==> src/rtl/grf_pkg.sv <==
// Shared GRF constants and the dump-reader state encoding.
package grf_pkg;

    localparam int REG_ADDR_W = 5;
    localparam int REG_DATA_W = 32;
    localparam int NUM_REGS   = 32;

    typedef enum logic [2:0] {
        IDLE = 3'd0,
        LOAD = 3'd1,
        SEND = 3'd2,
        SUM  = 3'd3,
        DONE = 3'd4
    } dump_state_t;

endpackage

==> src/rtl/grf_dump_reader.sv <==
// GRF debug read-out: walks [first_idx..last_idx] through one GRF read port and streams (index, value) beats.
// Optional XOR checksum trailer beat when GRF_DUMP_CHECKSUM_EN is defined.
module grf_dump_reader
    import grf_pkg::*;
#(
    parameter int ADDR_W = REG_ADDR_W,
    parameter int DATA_W = REG_DATA_W
) (
    input  logic              clk,
    input  logic              reset,
    input  logic              start,
    input  logic [ADDR_W-1:0] first_idx,
    input  logic [ADDR_W-1:0] last_idx,
    output logic [ADDR_W-1:0] rd_addr,
    input  logic [DATA_W-1:0] rd_data,
    output logic              out_valid,
    input  logic              out_ready,
    output logic [ADDR_W-1:0] out_idx,
    output logic [DATA_W-1:0] out_data,
    output logic              out_last,
    output logic              out_is_sum,
    output logic              busy,
    output logic              done
);

`ifdef GRF_DUMP_CHECKSUM_EN
    localparam dump_state_t AFTER_LAST_REG = SUM;
    localparam logic        LAST_ON_REG    = 1'b0;
`else
    localparam dump_state_t AFTER_LAST_REG = DONE;
    localparam logic        LAST_ON_REG    = 1'b1;
`endif

    dump_state_t       r_state;
    dump_state_t       w_state_nxt;

    logic [ADDR_W-1:0] r_last;
    logic [ADDR_W-1:0] r_rd_addr;
    logic [ADDR_W-1:0] r_out_idx;
    logic [DATA_W-1:0] r_out_data;
    logic              r_out_valid;
    logic              r_out_last;
    logic              r_busy;

    logic              w_start_acc;
    logic              w_hs;
    logic              w_last_reg;

    assign w_start_acc = (r_state == IDLE) && start;
    assign w_hs        = r_out_valid && out_ready;
    // The address only advances after a non-final handshake, so it never passes r_last.
    assign w_last_reg  = (r_rd_addr == r_last);

    always_ff @(posedge clk) begin
        if (reset) begin
            r_state <= IDLE;
        end else begin
            r_state <= w_state_nxt;
        end
    end

    always_comb begin
        w_state_nxt = r_state;
        case (r_state)
            IDLE: begin
                if (start) begin
                    w_state_nxt = (first_idx <= last_idx) ? LOAD : DONE;
                end
            end
            LOAD: w_state_nxt = SEND;
            SEND: begin
                if (w_hs) begin
                    w_state_nxt = w_last_reg ? AFTER_LAST_REG : LOAD;
                end
            end
            SUM: begin
                if (w_hs) begin
                    w_state_nxt = DONE;
                end
            end
            DONE:    w_state_nxt = IDLE;
            default: w_state_nxt = IDLE;
        endcase
    end

`ifdef GRF_DUMP_CHECKSUM_EN
    logic [DATA_W-1:0] r_acc;
    logic              r_out_is_sum;

    always_ff @(posedge clk) begin
        if (reset) begin
            r_acc <= '0;
        end else if (w_start_acc) begin
            r_acc <= '0;
        end else if ((r_state == SEND) && w_hs) begin
            r_acc <= r_acc ^ r_out_data;
        end
    end

    assign out_is_sum = r_out_is_sum;
`else
    assign out_is_sum = 1'b0;
`endif

    always_ff @(posedge clk) begin
        if (reset) begin
            r_last      <= '0;
            r_rd_addr   <= '0;
            r_out_idx   <= '0;
            r_out_data  <= '0;
            r_out_valid <= 1'b0;
            r_out_last  <= 1'b0;
            r_busy      <= 1'b0;
`ifdef GRF_DUMP_CHECKSUM_EN
            r_out_is_sum <= 1'b0;
`endif
        end else begin
            case (r_state)
                IDLE: begin
                    if (w_start_acc) begin
                        r_last    <= last_idx;
                        r_rd_addr <= first_idx;
                        r_busy    <= 1'b1;
                    end
                end
                LOAD: begin
                    // BUSA is sampled here; later GRF writes cannot touch this beat.
                    r_out_data  <= rd_data;
                    r_out_idx   <= r_rd_addr;
                    r_out_valid <= 1'b1;
                    r_out_last  <= w_last_reg && LAST_ON_REG;
`ifdef GRF_DUMP_CHECKSUM_EN
                    r_out_is_sum <= 1'b0;
`endif
                end
                SEND: begin
                    if (w_hs) begin
                        r_out_valid <= 1'b0;
                        if (!w_last_reg) begin
                            r_rd_addr <= r_rd_addr + 1'b1;
                        end
`ifdef GRF_DUMP_CHECKSUM_EN
                        else begin
                            r_out_valid  <= 1'b1;
                            r_out_data   <= r_acc ^ r_out_data;
                            r_out_idx    <= '0;
                            r_out_last   <= 1'b1;
                            r_out_is_sum <= 1'b1;
                        end
`endif
                    end
                end
`ifdef GRF_DUMP_CHECKSUM_EN
                SUM: begin
                    if (w_hs) begin
                        r_out_valid <= 1'b0;
                    end
                end
`endif
                DONE: begin
                    r_busy <= 1'b0;
                end
                default: begin
                end
            endcase
        end
    end

    assign rd_addr   = r_rd_addr;
    assign out_valid = r_out_valid;
    assign out_idx   = r_out_idx;
    assign out_data  = r_out_data;
    assign out_last  = r_out_last;
    assign busy      = r_busy;
    assign done      = (r_state == DONE);

endmodule

==> config.mk <==
export PLATFORM = sky130hd
export DESIGN_NAME = grf_dump_reader
export DESIGN_NICKNAME = d
export VERILOG_FILES = /design/src/rtl/grf_pkg.sv /design/src/rtl/grf_dump_reader.sv
export SDC_FILE = /design/constraint.sdc
export NUM_CORES = 1
export LEC_CHECK = 0
export CAP_MARGIN = 20
export CORE_UTILIZATION = 45
export DETAILED_ROUTE_END_ITERATION = 6
export GPL_ROUTABILITY_DRIVEN = 0
export HOLD_SLACK_MARGIN = 0.1
export PLACE_DENSITY = 0.81
export RECOVER_POWER = 25
export SLEW_MARGIN = 20
export SYNTH_ARGS = -nofsm -noshare
export SYNTH_HDL_FRONTEND = slang
export SYNTH_SLANG_ARGS = --single-unit
==> constraint.sdc <==
create_clock -name clk -period 3.1 [get_ports clk]
set_clock_uncertainty 0.05 [all_clocks]
set_input_delay 0.62 -clock clk [delete_from_list [all_inputs] [get_ports clk]]
set_output_delay 0.62 -clock clk [all_outputs]
set_load 0.02 [all_outputs]
After elaboration in Yosys (flattened, before gate mapping). Cells that the tools add are included.

Memories: 0. ROM bits: 0. Output and inout bits: 47. Input port bits: 46. Bits in latches: 0. Bits in registers: 53. Word-level logic and storage cells: 45. Bits in writable memories: 0.

Divide/modulo/power cells: 0. Bitwise gates (word level): 0. Shifts and indexed selects: 0. Multipliers: 0. Reductions and logical operators: 11. $add $sub $neg: 1. Order comparisons: 1. Mux-type cells: 14. Equal/unequal tests: 10.

Operators with widths (count): 3-bit 2-to-1 mux (5); 5-bit 2-to-1 mux (3); 3-bit one-hot mux with 4 select lines (1); 2-bit inequality test, second input constant (5); 5-bit one-hot mux with 2 select lines (1); 3-bit by 2-bit equality test with 1-bit output, second input constant (2); 2-bit AND reduction (3); 2-bit nonzero test (3); 5-bit by 1-bit adder with 5-bit output, second input constant (1); 5-bit equality test (1); 5-bit <= comparator (1); 1-bit one-hot mux with 2 select lines (2); 4-bit AND reduction (1); 3-bit by 1-bit equality test with 1-bit output, second input constant (1); 3-bit equality test, second input constant (1); 3-bit zero test (1); 3-bit AND reduction (1); 1-bit logical AND (2); 1-bit 2-to-1 mux (2).

Longest topological paths before layout.
Depth after elaboration: 4. Mapped depth: 7. Mapped depth without buffers: 7.

Least setup slack after synthesis. No wires, ideal clock.

Path type: input to register. From: input port last_idx[3]. To: register r_state[2]. Stages on the path: 7. Slack: 1.165 ns. Required time: 2.980 ns. Arrival: 1.815 ns. Setup time: 0.070 ns. Path buffers: 0. Cell sequence: inv_1 > ha_1 > and3_1 > a31oi_1 > o31ai_1 > or3_2 > a21oi_1.

Cells in the longest elaborated chain, start to end: 4.

Ends and longest elaborated chain: start, declared (line grf_dump_reader.sv:13) `input logic [ADDR_W-1:0] last_idx,`; 5-bit <= comparator (line grf_dump_reader.sv:67) `w_state_nxt = (first_idx <= last_idx) ? LOAD : DONE;`; 3-bit 2-to-1 mux (line grf_dump_reader.sv:67); 3-bit 2-to-1 mux (line grf_dump_reader.sv:66) `if (start) begin`; 3-bit one-hot mux with 4 select lines (line grf_dump_reader.sv:64) `case (r_state)`; end signal, assigned (line grf_dump_reader.sv:58) `r_state <= w_state_nxt;`; end, declared (line grf_dump_reader.sv:34) `dump_state_t r_state;`.

No other way between the ends. The select of a mux whose other input is x is not followed. A chain may end at the register's enable or synchronous reset.

Worst setup path after layout.
From: register r_state[1]. To: register r_out_data[6], in the netlist out_data[6].

Cells in the longest elaborated chain, start to end: 1.

Ends and longest elaborated chain: 3-bit by 1-bit equality test with 1-bit output (line grf_dump_reader.sv:118) `case (r_state)`; end signal, assigned (line grf_dump_reader.sv:128) `r_out_data <= rd_data;`; end, declared (line grf_dump_reader.sv:40) `logic [DATA_W-1:0] r_out_data;`.

No other way between the ends.

==> results summary <==
The flow ran to the end, but the final reports show violations. The checks that failed: capacitance limit, slew limit. The power density of the placed cells is 498 nW/µm². The final standard cell utilization of the core is 0.686. The count of non-filler cells in the finished layout came out at ~430. The worst hold-check slack came out at 407 ps. For this configuration, the core starts out at a cell density of 0.474. The number of buffers created by CTS came out at 5. The post-layout total power came out at ~1.6 mW. Setup repair after global routing left no endpoint under its margin. The post-placement setup slack is between 500 and 600 ps. The highest clock rate came out at 434 MHz. The buffer count from post-CTS setup fixing is 0. The number of fillers in the final layout came out at 414. The number of antenna violations at the first check in global routing was 0.

The share of synthesized area in the top cell type comes to 0.467. The max-slew violation count came out at 40. The maximum number of pins on one net before global-route repair came out at 40.

Among all cell types in the netlist, the one instantiated most often is sky130_fd_sc_hd__nand2_1. For this design, the sink count on the clock tree is 53. Measured along the y axis, the die boundary spans 73.0 µm. The area enclosed by the die boundary is between 5000 and 6000 µm². The number of synthesized flops with an enable pin is 0. The top-level I/O count is 93. Among all flip-flop cells after synthesis, the most frequent one is sky130_fd_sc_hd__dfxtp_1.

The number of warnings printed during yosys synthesis is 0. The buffer levels on the longest clock path is 2. The post-cts resize count came out at 0.

From left edge to right edge, the die measures 73.0 µm. Counting instances in the post-synthesis netlist gives the leading cell types as 82 x sky130_fd_sc_hd__nand2_1, 53 x sky130_fd_sc_hd__dfxtp_1, 47 x sky130_fd_sc_hd__a21oi_1, 16 x sky130_fd_sc_hd__nor2_1, 11 x sky130_fd_sc_hd__clkbuf_1. The share of the yosys chip area belonging to registers is 0.467.

The worst slew margin relative to its limit came out at -0.0941. The largest total area in the synthesized netlist belongs to sky130_fd_sc_hd__dfxtp_1. STA classifies the critical path endpoint as a flop. The first detailed-routing pass took 4 iterations.

The clock insertion delay at the later pin of the skew report came out at 290 ps. The overall track demand over capacity in global routing is 0.206. The number of instances in the synthesized netlist came out at ~280. The number of placement rows is 25.

The final-layout setup total negative slack came out at 0 ps. Detailed placement ended at an HPWL of 3770 µm. Counting flops with an async set or reset pin after synthesis yields a share of 0. The wire length after detailed routing is 5330 µm. The area of the core is between 4000 and 5000 µm². The vias after detailed routing is approximately 2100.

The min-delay analysis places its worst path in the category reg2reg. After detailed routing, the number of remaining DRC violations is 0. The placed instance count came out at 425. TritonCTS built the clock tree. With fillers left out, the area of the finished cells amounts to 3280 µm². At the end of the flow, the number of nets in the layout was 417.

Once routing completed, OpenROAD measured the worst setup slack at 794 ps. The number of buffers inserted by hold repair at cts is 0. At the pin with the least slew margin, the transition time is around 1600 ps. The first-pass GRT wire length is roughly 8600 µm.

The data required time at the worst endpoint is 3280 ps. The aggregate global routing overflow came out at 0. The share of the clock period used by the worst path after layout is 0.744. The number of buffers added on ports is 91. Across the run, the number of max-cap violations was 1. The count of endpoints failing setup in the final report is 0. The largest vdd supply drop is about 0.00029 V. Summing all flip-flop and latch instances after layout gives 1060 µm².

The count of different cell masters after synthesis came out at 38. The area of the multi-input gates is roughly 1100 µm². The number of nets produced by synthesis came out at 335. The number of global-route vias before repair came out at 2010. The data arrival time of the worst path is 2490 ps. The number of DRC violations after detailed-routing iteration 0 is between 100 and 150.

The worst setup path is of the reg2reg kind. The remaining antenna violation count is 0. The maximum fanout along the worst path came out at 39. Clock-pin slew was measured on the worst setup and hold paths at 90 ps.

The antenna diode instance count is 0. The time the final worst path needs with I/O delays and setup is approximately 2300 ps. The area growth from synthesis to layout is 44.6%. In this run the number of H-tree levels came out at 2.

In this run the mean area of a mapped cell was 8.02 µm². The placed cell area came out at 3180 µm². The count of state elements after synthesis came out at 53.

The root buffer cell chosen for the clock tree is sky130_fd_sc_hd__clkbuf_8. STA classifies the critical path startpoint as a flop. The post-synthesis instance area is 2270 µm². The cell leakage power is 1.21 nW. In the final layout, the share of cells above drive strength 1 is 0.0521. Sorting the synthesized cells by area gives the leading types as sky130_fd_sc_hd__dfxtp_1 47%, sky130_fd_sc_hd__nand2_1 14%, sky130_fd_sc_hd__a21oi_1 10%. After detailed routing, the number of vias per cell comes to slightly below 5. The hold violation total from the final report is 0. The post-detailed-route wirelength per cell is ~12 µm.
-- worst paths after layout --
check         startpoint     endpoint  slack, ps  cells after the start
max           r_state[1]  out_data[6]        790                      5
min          out_data[4]  out_data[4]        410                      2
max reg2reg   r_state[1]  out_data[6]        790                      5
min reg2reg  out_data[4]  out_data[4]        410                      2
-- area by class of cell --
class                   instances  share of cell area
clock buffers                   5              0.0210
clock inverters                 2              0.0107
flip-flops and latches         53               0.323
multi-input cells             203               0.327
well taps                      67              0.0255
inverters                       7             0.00801
repair buffers                 95               0.284
-- power breakdown --
group | leakage, nW | internal (mW) | switching (mW)
Combinational | 0.720 | 0.201 | 0.211
Sequential | 0.431 | 0.731 | 0.0439
Clock | 0.0540 | 0.235 | 0.214
-- sequential cells by signal, indices dropped and copies added, names as in the netlist --
register / count
out_valid: 1
out_last: 1
out_data: 32
busy: 1
rd_addr: 5
r_state: 3
out_idx: 5
r_last: 5
-- cells by family (layout without fill, tap and decap cells) --
kind of cell	Yosys count	in the layout	share of synthesized area
flops	53	53	0.467
other cells	1	1	0.00165
compound gates	62	62	0.155
fa+ha+maj	6	6	0.0331
xor+xnor	5	5	0.0193
buf+inv	27	109	0.0617
simple gates	122	122	0.230
mux	7	7	0.0314
-- cells in the final DEF, fill, tap and decap left out, types with 2 or more instances in the layout --
cell,Yosys,final
sky130_fd_sc_hd__a21oi_1,47,47
sky130_fd_sc_hd__clkdlybuf4s50_1,0,89
sky130_fd_sc_hd__nor2_1,16,16
sky130_fd_sc_hd__nand2_1,82,82
sky130_fd_sc_hd__clkbuf_8,0,5
sky130_fd_sc_hd__nand3_1,5,5
sky130_fd_sc_hd__dfxtp_1,53,53
sky130_fd_sc_hd__a31oi_1,2,2
sky130_fd_sc_hd__nor3_1,3,3
sky130_fd_sc_hd__inv_1,7,7
sky130_fd_sc_hd__o31ai_1,2,2
sky130_fd_sc_hd__buf_4,2,3
sky130_fd_sc_hd__o21ai_0,7,7
sky130_fd_sc_hd__or2_1,2,2
sky130_fd_sc_hd__mux2i_1,6,6
sky130_fd_sc_hd__ha_1,6,6
sky130_fd_sc_hd__nor2b_1,2,2
sky130_fd_sc_hd__xnor2_1,5,5
-- worst max-delay path, stage by stage, from the launching register on --
cell	delay, ps
sky130_fd_sc_hd__dfxtp_1	500
sky130_fd_sc_hd__nor2_1	80
sky130_fd_sc_hd__nand2_1	70
sky130_fd_sc_hd__clkbuf_1	1180
sky130_fd_sc_hd__nand2_1	150
sky130_fd_sc_hd__a21oi_1	200
-- layer usage --
layer  track usage  wire length (µm)
met5             0                 0
met4        0.0784                75
met3        0.0704               368
met2         0.364              2640
met1         0.226              2250
(Power assumes the default switching activity.)
